File: src/rtl/medidor_periodo_128hz_if.sv
// rtl/medidor_periodo_128hz_if.sv - measured-signal and result bundle for the period meter
//
// Purpose: groups the slow input wave and the measurement results of
// medidor_periodo_128hz into one bundle.
// Ports (signals):
//    sig_in        asynchronous slow square wave to be measured
//    period        last measured period in clk cycles (CNT_W bits)
//    period_valid  one-cycle pulse when period is updated
//    in_range      period within EXPECTED +/- TOL
//    timeout       level, no edge seen for MAX_PERIOD cycles
//    locked        periods are being reported
// Modports: master = the meter (drives results), slave = the consumer.
interface medidor_periodo_128hz_if #(
   parameter int CNT_W = 20
);
   logic             sig_in;
   logic [CNT_W-1:0] period;
   logic             period_valid;
   logic             in_range;
   logic             timeout;
   logic             locked;

   modport master (
      input  sig_in,
      output period, period_valid, in_range, timeout, locked
   );

   modport slave (
      output sig_in,
      input  period, period_valid, in_range, timeout, locked
   );
endinterface

File: src/rtl/medidor_periodo_128hz.sv
// rtl/medidor_periodo_128hz.sv - period meter for the divided 128 Hz timing tick
//
// Purpose: synchronises a slow square wave, detects its rising edges, counts
// clk cycles between consecutive edges, flags tolerance and loss of signal.
// Ports:
//    clk    system clock (50 MHz), single clock domain
//    reset  synchronous, active-low
//    bus    medidor_periodo_128hz_if.master: sig_in in; period, period_valid,
//           in_range, timeout, locked out
module medidor_periodo_128hz #(
   parameter int CNT_W      = 20,
   parameter int EXPECTED   = 390625,
   parameter int TOL        = 64,
   parameter int MAX_PERIOD = 1048575
) (
   input  logic                    clk,
   input  logic                    reset,
   medidor_periodo_128hz_if.master bus
);

   typedef enum logic [1:0] {
      IDLE    = 2'd0,
      ARM     = 2'd1,
      MEASURE = 2'd2
   } state_t;

   localparam logic        [CNT_W-1:0] MAX_C = CNT_W'(MAX_PERIOD);
   localparam logic signed [CNT_W:0]   EXP_S = (CNT_W+1)'(EXPECTED);
   localparam logic signed [CNT_W:0]   TOL_S = (CNT_W+1)'(TOL);

   state_t           state;
   state_t           state_nx;
   logic             s1, s2, s3;
   logic             edge_det;
   logic [CNT_W-1:0] cnt;
   logic [CNT_W-1:0] period_q;
   logic             valid_q;
   logic             in_range_q;
   logic             timeout_q;
   logic             at_max;
   logic signed [CNT_W:0] diff;
   logic             cnt_ok;

   // Two-flop synchroniser plus history flop; sig_in is used nowhere else.
   always_ff @(posedge clk) begin
      if (!reset) begin
         s1 <= 1'b0;
         s2 <= 1'b0;
         s3 <= 1'b0;
      end else begin
         s1 <= bus.sig_in;
         s2 <= s1;
         s3 <= s2;
      end
   end

   assign edge_det = s2 & ~s3;
   assign at_max   = (cnt == MAX_C);

   // One extra bit so cnt - EXPECTED cannot overflow for any CNT_W-bit count.
   assign diff   = $signed({1'b0, cnt}) - EXP_S;
   assign cnt_ok = (diff <= TOL_S) && (diff >= -TOL_S);

   // State register
   always_ff @(posedge clk) begin
      if (!reset) begin
         state <= IDLE;
      end else begin
         state <= state_nx;
      end
   end

   // Next-state logic; an edge in the same cycle as the count limit wins.
   always_comb begin
      state_nx = state;
      case (state)
         IDLE: begin
            if (edge_det) state_nx = ARM;
         end
         ARM, MEASURE: begin
            if (edge_det)    state_nx = MEASURE;
            else if (at_max) state_nx = IDLE;
         end
         default: state_nx = IDLE;
      endcase
   end

   // Output logic
   always_comb begin
      bus.locked = (state == MEASURE);
   end

   // Counter and registered results
   always_ff @(posedge clk) begin
      if (!reset) begin
         cnt        <= '0;
         period_q   <= '0;
         valid_q    <= 1'b0;
         in_range_q <= 1'b0;
         timeout_q  <= 1'b0;
      end else begin
         valid_q <= 1'b0;
         case (state)
            IDLE: begin
               // cnt is already 0 here; timeout keeps its value until a real period
               if (edge_det) cnt <= CNT_W'(1);
            end
            default: begin
               if (edge_det) begin
                  period_q   <= cnt;
                  in_range_q <= cnt_ok;
                  valid_q    <= 1'b1;
                  timeout_q  <= 1'b0;
                  cnt        <= CNT_W'(1);
               end else if (at_max) begin
                  timeout_q  <= 1'b1;
                  in_range_q <= 1'b0;
                  cnt        <= '0;
               end else begin
                  cnt <= cnt + 1'b1;
               end
            end
         endcase
      end
   end

   assign bus.period       = period_q;
   assign bus.period_valid = valid_q;
   assign bus.in_range     = in_range_q;
   assign bus.timeout      = timeout_q;

endmodule

File: src/flat_wrapper.sv
// flat-port wrapper written by rule: the top's interface ports become plain ports
module medidor_periodo_128hz_flat 
#(
   parameter int CNT_W      = 20,
   parameter int EXPECTED   = 390625,
   parameter int TOL        = 64,
   parameter int MAX_PERIOD = 1048575
)
  (clk, reset, bus_sig_in, bus_period, bus_period_valid, bus_in_range, bus_timeout, bus_locked);
  medidor_periodo_128hz_if #(.CNT_W(CNT_W)) bus_i ();
  input  logic clk;
  input  logic reset;
  input wire logic [$bits(bus_i.sig_in)-1:0] bus_sig_in;
  output wire logic [$bits(bus_i.period)-1:0] bus_period;
  output wire logic [$bits(bus_i.period_valid)-1:0] bus_period_valid;
  output wire logic [$bits(bus_i.in_range)-1:0] bus_in_range;
  output wire logic [$bits(bus_i.timeout)-1:0] bus_timeout;
  output wire logic [$bits(bus_i.locked)-1:0] bus_locked;
  assign bus_i.sig_in = bus_sig_in;
  assign bus_period = bus_i.period;
  assign bus_period_valid = bus_i.period_valid;
  assign bus_in_range = bus_i.in_range;
  assign bus_timeout = bus_i.timeout;
  assign bus_locked = bus_i.locked;
  medidor_periodo_128hz #(.CNT_W(CNT_W), .EXPECTED(EXPECTED), .TOL(TOL), .MAX_PERIOD(MAX_PERIOD)) u_core (.clk(clk), .reset(reset), .bus(bus_i));
endmodule
File: config.mk
export PLATFORM = sky130hd
export DESIGN_NAME = medidor_periodo_128hz_flat
export DESIGN_NICKNAME = d
export VERILOG_FILES = /design/src/rtl/medidor_periodo_128hz_if.sv /design/src/rtl/medidor_periodo_128hz.sv /design/src/flat_wrapper.sv
export SDC_FILE = /design/constraint.sdc
export NUM_CORES = 1
export LEC_CHECK = 0
export CORE_MARGIN = 2
export CORE_UTILIZATION = 50
export DETAILED_ROUTE_END_ITERATION = 7
export PLACE_DENSITY = 0.72
export SYNTH_ARGS = -nofsm -noshare
export SYNTH_HDL_FRONTEND = slang
export SYNTH_SLANG_ARGS = --single-unit
File: constraint.sdc
create_clock -name clk -period 5.09 [get_ports clk]
set_input_delay 0.509 -clock clk [delete_from_list [all_inputs] [get_ports clk]]
set_output_delay 0.509 -clock clk [all_outputs]
set_load 0.005 [all_outputs]
==> impl_metrics.ini, run 1 <==
[synth]
yosysUniqueCellTypes = 47
netlist_instances = 306
ys_async_sr_fraction_pct = 0
seq_area_frac_synth_pct = 38.52
synth_edf_count = 0
synth_fp_nets = 314
synth_warnings = 0
synth_ff_type = dfxtp_1
avgSynthCellArea_sq_um = 8.153
yosys_register_bits = 48
syn_area_sq_mm = 0.002495

[floorplan]
ios = 27
initial_core_util_pct = 52.47
core_area_sq_mm = 0.004755
fp.dieW_um = 74.64
die_area_sq_mm = 0.005571
die_y_um = 74.64
rows = 25

[placed_design]
port_buffers = 26
dp_hpwl_mm = 4.017
gp_congestion = 0.9173
placed_area_sq_mm = 0.002740

[clock_network]
cts_buffers = 5
cts.htree.levels = 2
clock_sinks = 48
clkTransAtPathRegs_ns = 0.09
cts_hold_buf = 0
worstSkewPairLatency_ns = 0.30
root_buffer = clkbuf_8
cts_tree = built
clock_path_buffers = 2
cts_resized = 0
post-cts-setup-buffers = 0

[layout]
multiInputGateArea_sq_mm = 0.001390
area_growth_pct = 16.20
nNetsFinal = 323
fillerInstances = 435
final_cell_area_sq_mm = 0.002899
final_layout_size_suffix_gt1_share_pct = 4.747
diodes = 0
mostFrequentLayoutCells = 48 x dfxtp_1, 31 x nand2_1, 26 x clkdlybuf4s50_1
seqCellArea_sq_um = 960.9
layout_commonest_cell = dfxtp_1

[drt]
wl_per_cell_um = 14.99
wl_met2_mm = 2.646
drc = 0
num_vias = 2234
viasPerCell = 5.833
ant_nets = 0
dr.pass1.iters = 4
drt_iter0_markers = 184
met1Wirelength_mm = 2.726
wl_met3_um = 313
highest_layer = met4
routed_wl_mm = 5.740

[timing]
fmax_ghz = 0.3598
slew_violations = 0
fin_crit_sh_pct = 54.60
timing.final.hold_violations = 0
fin_tns_setup_ns = 0
rsz0062_at_grt = no
finalCriticalPeriod_ns = 2.779
relSlewSlack_pct = 58.63
setup_viol = 0
worstMarginPinSlew_ns = 0.6159
skew_ns = 0.003076

[pwr]
p_sw_share_pct = 19.49
p_int_uw = 635.8
p_total_uw = 789.7
ir_drop_mv = 0.1535
pwr-share-comb_pct = 4.6
power.density_mw_per_mm2 = 272.4
p_leak_uw = 0.001040
switchingPower_uw = 153.9
p_seq_share_pct = 48.2
clock_power_share_pct = 47.2

[critical_path]
required_ns = 5.26
r2r_slack_ns = 2.31
critical_path_class = reg2reg
cp-start-kind = flip-flop
worst-path-max-fanout = 14
end_kind = flip-flop
arrival_ns = 2.95

[grt]
grt_util_all_layers_pct = 21.85
antenna_found_initial = 0
gr-total-overflow = 0
grt_start_max_net_pins = 23
grt_first_pass_wirelength_mm = 9.397
grt_pass1_vias = 1922

[run_status]
outcome = finished clean

[flow_run]
drv_cap = 0

[worst_hold_path]
hold_class = reg2reg
-- layout make-up --
class	count	share of cell area, %
Clock buffer	5	2.374
Clock inverter	3	3.107
Inverter	6	0.7769
Multi-Input combinational cell	225	47.95
Sequential cell	48	33.15
Tap cell	67	2.892
Timing Repair Buffer	29	9.754
-- stage by stage --
stage / instances / util (%) / hold WS [ns] / worst slack [ns]
after floorplan: 306 / - / 0.4118 / 2.866
final: 383 / 60.97 / 0.4413 / 2.311
after detailed placement: 375 / 57.63 / 0.4271 / 2.459
after global placement: 375 / 57.63 / 0.4265 / 2.486
after global routing: 383 / 60.97 / 0.4645 / 2.168
after CTS: 383 / 60.97 / 0.4479 / 2.364
-- Yosys cell counts (2+ instances only) --
master,number,share of area (%)
o2111ai_1,2,0.70
nand4_1,5,1.3
buf_6,2,0.90
o22ai_1,2,0.50
or3_1,4,1.0
a22o_1,19,6.7
nor4_1,3,0.75
a31oi_1,9,2.3
ha_1,5,2.5
nor3b_1,4,1.2
a22oi_1,2,0.60
nor2b_1,2,0.50
xor2_1,8,2.8
nand2_1,31,4.7
a211oi_1,2,0.60
o21ai_1,9,1.8
o21ai_0,17,3.4
and4_1,3,1.1
xnor2_1,6,2.1
o31ai_1,3,0.90
nand3_1,12,2.4
nand3b_1,2,0.60
buf_2,4,0.80
clkbuf_1,18,2.7
inv_1,6,0.90
nor2_1,23,3.5
a21oi_1,15,3.0
and3_1,3,0.75
dfxtp_1,48,39
nand2b_1,5,1.3
o21a_1,2,0.60
and2_1,6,1.5
nor3_1,9,1.8
a211o_1,2,0.70
-- layer usage --
layer  up-vias  GRT usage, %
li1       1117             -
met1      1048         30.79
met2        62         33.53
met3         7         5.087
met4         0         6.349
met5         -             0
-- power groups by stage --
stage | registers, uW | logic, uW | clock network, uW
floorplan | 388 | 28.3 | 0
global placement | 389 | 36.2 | 0
detailed placement | 389 | 36.4 | 0
CTS | 380 | 36.8 | 378
global route | 381 | 40.6 | 395
finish | 380 | 36.7 | 373
-- cell families (layout without fill, tap and decap cells) --
kind of cell | after synthesis | in the layout | share of synthesized area, %
AOI/OAI and AO/OA | 89 | 89 | 23.37
adders and majority gates | 5 | 5 | 2.508
xor gates and xnor gates | 14 | 14 | 4.915
muxes | 1 | 1 | 0.4012
DFF | 48 | 48 | 38.52
buffers and inverters | 33 | 43 | 5.967
and+or+nand+nor | 116 | 116 | 24.32
-- state kept, by name (all words and copies together) (netlist names) --
signal	count
u_core.cnt	20
u_core.bus.period_valid	1
u_core.s1	1
u_core.bus.period	20
u_core.bus.timeout	1
u_core.state	2
u_core.bus.in_range	1
u_core.s2	1
u_core.s3	1
-- worst max-delay path: stages, from the launching register on --
cell,delay (ns)
dfxtp_1,0.59
and4_1,0.47
nand4_4,0.17
or3_1,0.52
or3b_1,0.51
a21oi_1,0.12
o21ai_1,0.16
o21ai_1,0.11
-- path summary, 6_finish.rpt --
path	startpoint	end	cells after the start
setup / recovery	u_core.cnt[6]	u_core.cnt[6]	7
hold / removal	u_core.s1	u_core.s2	1
setup reg to reg	u_core.cnt[6]	u_core.cnt[6]	7
hold reg to reg	u_core.s1	u_core.s2	1
Note: power is estimated with default switching activity, not from simulation.
==> run 2: changes to the inputs <==
PLACE_DENSITY = 0.75   (was 0.72)
clock period = 2.47 ns   (was 5.09 ns; I/O delays follow)
==> impl_metrics.ini, run 2 (synthesis gave the netlist of run 1 again) <==
[clock_network]
cts_tree = built
cts_buffers = 5
worstSkewPairLatency_ns = 0.31
clock_sinks = 48
cts.htree.levels = 2
clkTransAtPathRegs_ns = 0.09
root_buffer = clkbuf_8
cts_hold_buf = 0
clock_path_buffers = 2

[timing]
fin_crit_sh_pct = 93.02
fmax_ghz = 0.4352
worstMarginPinSlew_ns = 0.5292
timing.final.hold_violations = 0
finalCriticalPeriod_ns = 2.298
skew_ns = 0.006818
setup_viol = 0
rsz0062_at_grt = no
fin_tns_setup_ns = 0
relSlewSlack_pct = 64.56
slew_violations = 0

[pwr]
p_sw_share_pct = 22.16
ir_drop_mv = 0.3170
power.density_mw_per_mm2 = 465.9
p_seq_share_pct = 54.6
p_int_uw = 1114
pwr-share-comb_pct = 6.4
clock_power_share_pct = 39.0
switchingPower_uw = 317.0
p_leak_uw = 0.001165

[layout]
layout_commonest_cell = dfxtp_1
mostFrequentLayoutCells = 48 x dfxtp_1, 32 x buf_4, 31 x nand2_1
final_layout_size_suffix_gt1_share_pct = 12.75
nNetsFinal = 352
final_cell_area_sq_mm = 0.003070
area_growth_pct = 23.07
diodes = 0

[floorplan]
die_y_um = 74.64
initial_core_util_pct = 52.47
core_area_sq_mm = 0.004755
rows = 25
fp.dieW_um = 74.64
ios = 27
die_area_sq_mm = 0.005571

[grt]
grt_pass1_vias = 2113
grt_first_pass_wirelength_mm = 10.09
grt_start_max_net_pins = 23
gr-total-overflow = 0
antenna_found_initial = 0
grt_util_all_layers_pct = 23.67

[drt]
routed_wl_mm = 6.073
viasPerCell = 5.772
num_vias = 2378
dr.pass1.iters = 5
ant_nets = 0
drc = 0
wl_per_cell_um = 14.74
drt_iter0_markers = 281

[critical_path]
critPathSlowestCell = dfxtp_1
crit_chain = and4_1, nand4_4, or3_1, buf_4, nor2_1, nor2_1, a31oi_1, o31ai_1
arrival_ns = 2.50
worst-path-max-fanout = 10
cpPeakStageDelay_ns = 0.53
cp-start-kind = flip-flop
critPathMostFrequentCell = nor2_1
end_kind = flip-flop
critical_path_class = reg2reg
required_ns = 2.67

[placed_design]
placed_area_sq_mm = 0.002958
gp_congestion = 0.9448
port_buffers = 26
dp_hpwl_mm = 4.460

[run_status]
outcome = finished clean

[flow_run]
drv_cap = 0

[worst_hold_path]
hold_class = reg2reg
run 2: layer usage:
metal | GRT usage [%] | up-vias | share of wire (%)
li1 | - | 1173 | -
met2 | 35.99 | 74 | 46
met5 | 0 | - | 0
met3 | 3.882 | 12 | 5.2
met1 | 33.58 | 1119 | 47
met4 | 9.524 | 0 | 1.6
run 2: cell type report:
type	count	area, sq um
Fill cell	430	1684
Multi-Input combinational cell	225	1395
Timing Repair Buffer	58	500.5
Sequential cell	48	960.9
Clock buffer	6	72.57
Tap cell	67	83.83
Inverter	6	22.52
Clock inverter	2	35.03
run 2: critical path: cells and delay by family (launching register included):
family / cells / cell delay [ns]
and+or+nand+nor: 5 / 1.25
DFF: 1 / 0.53
AOI/OAI and AO/OA: 2 / 0.24
buffers and inverters: 1 / 0.17
run 2: power by group through the flow:
stage          Clock (uW)  Sequential (uW)  Combinational [uW]
3_5_place_dp            0              799                89.8
4_1_cts               576              781                89.6
6_report              558              781                91.8
2_1_floorplan           0              799                58.4
5_1_grt               607              781                 103
3_3_place_gp            0              799                88.0
run 2: metrics by stage:
| step | instances | hold slack (ns) | power, uW | setup WS, ns | util [%] |
|---|---|---|---|---|---|
| after floorplan | 306 | 0.3687 | 857.0 | 0.2458 | - |
| after global placement | 404 | 0.4260 | 886.6 | 0.2256 | 62.21 |
| after global routing | 412 | 0.4639 | 1491 | 0.04313 | 64.58 |
| final | 412 | 0.4447 | 1431 | 0.1724 | 64.58 |
| after detailed placement | 404 | 0.4266 | 888.7 | 0.08037 | 62.21 |
| after CTS | 412 | 0.4495 | 1446 | 0.06424 | 64.47 |
run 2: worst paths after layout:
kind / startpoint / cells after the start / to / slack (ns)
worst max-delay path: u_core.cnt[3] / 8 / u_core.bus.in_range / 0.17
worst min-delay path: u_core.s1 / 1 / u_core.s2 / 0.44
worst max register to register: u_core.cnt[3] / 8 / u_core.bus.in_range / 0.17
worst min register to register: u_core.s1 / 1 / u_core.s2 / 0.44
run 2: timing repair:
| item | CTS | global route |
|---|---|---|
| resized for setup | 0 | 1 |
| endpoints found under the setup margin | 0 | 8 |
| buffers inserted | 0 | 0 |
==> run 3: changes to the inputs <==
CELL_PAD_IN_SITES_DETAIL_PLACEMENT = 1   (was default)
CELL_PAD_IN_SITES_GLOBAL_PLACEMENT = 1   (was default)
CORE_UTILIZATION = 38   (was 50)
PLACE_DENSITY = default   (was 0.75)
PLACE_DENSITY_LB_ADDON = 0.1   (was default)
==> impl_metrics.ini, run 3 (synthesis gave the netlist of run 1 again) <==
[clock_network]
clkTransAtPathRegs_ns = 0.09
cts_buffers = 5
cts.htree.levels = 2
post-cts-setup-buffers = 0
clock_path_buffers = 2
cts_tree = built
clock_sinks = 48
worstSkewPairLatency_ns = 0.31
root_buffer = clkbuf_8
cts_hold_buf = 0

[pwr]
ir_drop_mv = 0.2402
switchingPower_uw = 331.7
p_int_uw = 1043
clock_power_share_pct = 36.3
power.density_mw_per_mm2 = 440.7
p_leak_uw = 0.001184
p_sw_share_pct = 24.13
p_seq_share_pct = 56.8
pwr-share-comb_pct = 6.9

[timing]
skew_ns = 0.006093
slew_violations = 0
relSlewSlack_pct = 63.80
fin_tns_setup_ns = 0
fmax_ghz = 0.4291
timing.final.hold_violations = 0
finalCriticalPeriod_ns = 2.330
worstMarginPinSlew_ns = 0.5407
fin_crit_sh_pct = 94.35
setup_viol = 0

[layout]
area_growth_pct = 25.03
final_core_utilization_pct = 49.12
layout_commonest_cell = dfxtp_1
final_cell_area_sq_mm = 0.003119
nNetsFinal = 357
multiInputGateArea_sq_mm = 0.001411
mostFrequentLayoutCells = 48 x dfxtp_1, 37 x buf_4, 31 x nand2_1
seqCellArea_sq_um = 960.9
fillerInstances = 754
diodes = 0
fin_cells = 427
final_layout_size_suffix_gt1_share_pct = 14.86

[critical_path]
cp-start-kind = flip-flop
critical_path_class = reg2reg
required_ns = 2.70
critical_path_buf_inv_count = 2
crit_chain = buf_4, inv_1, ha_2, or4b_4, a211o_1, o21ai_2, a22oi_1, nor3_2, nand4b_1, o31ai_2
worst-path-max-fanout = 7
end_kind = flip-flop
arrival_ns = 2.56
critPathSlowestCell = or4b_4
critPathTopFamily = simple AND/OR/NAND/NOR gates
cpPeakStageDelay_ns = 0.49

[floorplan]
ios = 27
fp.dieW_um = 85.03
initial_core_util_pct = 39.29
core_area_sq_mm = 0.006350
rows = 29
die_area_sq_mm = 0.007229
die_y_um = 85.03

[placed_design]
dp_hpwl_mm = 5.545
place_inst = 419
port_buffers = 26
placed_area_sq_mm = 0.003008
gp_congestion = 0.8362

[drt]
wl_per_cell_um = 17.32
dr.pass1.iters = 4
drt_iter0_markers = 155
viasPerCell = 5.691
routed_wl_mm = 7.397
drc = 0
num_vias = 2430
ant_nets = 0

[flow_run]
drv_cap = 0

[grt]
grt_first_pass_wirelength_mm = 12.72
antenna_found_initial = 0
grt_pass1_vias = 2458
grt_start_max_net_pins = 23
gr-total-overflow = 0
grt_util_all_layers_pct = 21.96

[run_status]
outcome = finished clean

[worst_hold_path]
hold_class = reg2reg
[run 3: layout make-up]
cell class	instances	share of cell area (%)
Inverter	6	0.7220
Clock buffer	8	2.888
Timing Repair Buffer	63	17.25
Sequential cell	48	30.81
Multi-Input combinational cell	225	45.25
Tap cell	77	3.089
[run 3: stage by stage]
stage	hold slack (ns)	power (uW)	worst slack, ns
final	0.4437	1375	0.1397
after global routing	0.4646	1435	-0.01812
after CTS	0.4475	1389	0.05680
after detailed placement	0.4258	892.5	0.08348
after global placement	0.4178	889.7	0.1821
after floorplan	0.3687	857.0	0.2458
[run 3: final timing paths]
check / startpoint / endpoint / slack [ns] / depth (start not counted)
max: u_core.cnt[1] / u_core.bus.in_range / 0.14 / 10
max reg2reg: u_core.cnt[1] / u_core.bus.in_range / 0.14 / 10
min reg2reg: u_core.s1 / u_core.s2 / 0.44 / 1
min: u_core.s1 / u_core.s2 / 0.44 / 1
[run 3: worst register-to-register path, delay by kind of cell, from the launching register on]
kind / cells / cell delay (ns)
compound gates: 4 / 0.70
simple gates: 3 / 0.79
flops: 1 / 0.33
buf+inv: 2 / 0.21
fa+ha+maj: 1 / 0.22
[run 3: routing by layer]
metal | share of wire (%) | up-vias | GRT usage, %
met2 | 47 | 38 | 35.23
met4 | 1.4 | 0 | 6.061
met3 | 2.3 | 10 | 3.405
met5 | 0 | - | 0
met1 | 50 | 1200 | 30.71
li1 | - | 1182 | -
[run 3: timing repair]
action,in CTS,in global routing
hold endpoints to repair,0,0
setup endpoints to repair,0,10
resized for setup,0,5
[run 3: power by group through the flow]
stage	combinational (uW)	clock, uW	sequential, uW
floorplan	58.4	0	799
global placement	90.7	0	799
detailed placement	92.7	0	800
CTS	93.2	514	782
global route	105	547	782
finish	94.5	499	781
==> RTL edit: new RTL, flow settings as in run 2 <==
The 3 states of `state_t` get a one-hot encoding in 3 bits.
--- a/src/rtl/medidor_periodo_128hz.sv
+++ b/src/rtl/medidor_periodo_128hz.sv
@@ -19,8 +19,8 @@
 );
 
-   typedef enum logic [1:0] {
-      IDLE    = 2'd0,
-      ARM     = 2'd1,
-      MEASURE = 2'd2
+   typedef enum logic [2:0] {
+      IDLE    = 3'b001,
+      ARM     = 3'b010,
+      MEASURE = 3'b100
    } state_t;
 
Check against the original RTL: same outputs for any inputs over 10 cycles, from zero or initial values and one cycle with reset low; not proved beyond that.
==> RTL edit against run 2 <==
  * Sequential cell count rose by 1
  * Power is 10% higher
  * Wire length rose by 27%
  * Utilization down 2.9 points
  * Fmax up 0.92%
  * Synthesized area is 12% higher
  * Cell area up 9.3%
  * Worst setup slack improved by 0.021 ns
  * Clock power increased by 21%
  * Sequential power up 2%
  * Critical endpoint unchanged
  * Largest cell class unchanged
  * Largest power group unchanged
==> RTL edit: results (changes against run 2) <==
met2_usage_pct: 42.7  # +6.7 points
first_iter_violations: 167  # -41%
grt_pass1_vias: 2586  # +22%
use_met1_pct: 34.8  # +1.2 points
track_usage_pct: 26.2  # +2.5 points
p_leak_uw: 0.00116  # -0.37%
use_met3_pct: 5.52  # +1.6 points
synthDistinctLibCells: 64  # +36%
firstDrtPassIters: 5  # unchanged
status: "finished, final reports clean"
synthTopCellsByCount: "69 x nand2_1, 49 x dfxtp_1, 37 x a21oi_1, 22 x clkbuf_1, 21 x o21ai_0"
clock_latency_ns: 0.30
ctsRootBufferMaster: "clkbuf_8"
met1_length_mm: 3.55  # +24%
highest_layer: "met4"
critPathArrivalTime_ns: 2.53  # +0.03 ns
numPortBuffers: 26  # unchanged
grt_start_max_net_pins: 30  # +30%
finalClockSkew_ns: 0.00371  # -0.00311 ns
vdd_drop_max_mv: 0.305  # -3.7%
dr_wl_met2_mm: 3.65  # +31%
grt_first_pass_wirelength_mm: 12.9  # +28%
async_flop_share_pct: 0  # unchanged
switching_power_uw: 341  # +7.7%
yosysSeqAreaShare_pct: 35.2  # -3.3 points
drive_gt1_share_pct: 14.8  # +2.0 points
vias: 2768  # +16%
place.gp.congestion: 0.909  # -3.8%
clockBufferDepth: 2  # unchanged
met3_length_um: 376  # +20%
powerComb_uw: 98.5  # +7.3%
pwr-share-seq_pct: 50.7  # -3.9 points
post_drt_wl_per_cell_um: 16.6  # +13%
synth_area_leaders: "dfxtp_1 35%, nand2_1 9.3%, a21oi_1 6.6%"
post-cts-setup-buffer-count: 0  # unchanged
dp_hpwl_mm: 5.58  # +25%
slew_headroom_pct: 59.8  # -4.8 points
hold_class: "flip-flop to flip-flop"
crit_fanout: 8  # -2
synthesis.nets: 364  # +16%
clkSlewWorstSetupHoldPaths_ns: 0.09  # about the same
cts_made_buffers: 5  # unchanged
fin_nets: 396  # +13%
[RTL edit: cell count changes in the layout (fill, tap and decap cells not counted), moves of 6 or more]
cell     change
a21oi_1     +22
a22o_1      -19
o21ai_1      -9
nand2_1     +38
nor2_1       -6
[RTL edit: final cells by class]
class                           count  area (µm²)
Clock buffer                        5        68.8
Clock inverter                      3        65.1
Fill cell                         492        2080
Inverter                            7        26.3
Multi-Input combinational cell    269        1610
Sequential cell                    49         981
Tap cell                           72        90.1
Timing Repair Buffer               59         520
[RTL edit: final timing paths]
path | from | to | slack [ns] | cells past startpoint
max reg2reg | u_core.cnt[2] | u_core.bus.in_range | 0.19 | 7
min | u_core.s1 | u_core.s2 | 0.44 | 1
max | u_core.cnt[2] | u_core.bus.in_range | 0.19 | 7
min reg2reg | u_core.s1 | u_core.s2 | 0.44 | 1
[RTL edit: kinds of logic after synthesis]
logic type / after synthesis / share of synthesized area (%)
AND/OR/NAND/NOR: 159 / 29.9
AO/OA/AOI/OAI: 97 / 22.7
flip-flops: 49 / 35.2
buffers and inverters: 41 / 7.55
XOR/XNOR: 8 / 2.52
multiplexers: 3 / 1.17
adder cells (fa/ha/maj): 2 / 0.898
[RTL edit: critical path, cell delays in order (launching register included)]
cell and delay (ns):
dfxtp_1 0.38, buf_4 0.19, nor4b_4 0.41, o21ai_2 0.10
mux2_2 0.27, or4b_1 0.54, o31ai_2 0.20, a31o_1 0.13
[RTL edit: stage by stage]
step | setup WS (ns) | instances | instance area [µm²] | total power (µW)
2_1_floorplan | 0.126 | 359 | 2790 | 883
3_3_place_gp | 0.222 | 456 | 3210 | 910
3_5_place_dp | 0.146 | 456 | 3210 | 912
4_1_cts | 0.121 | 464 | 3350 | 1580
5_1_grt | 0.00714 | 464 | 3360 | 1620
6_report | 0.193 | 464 | 3360 | 1570
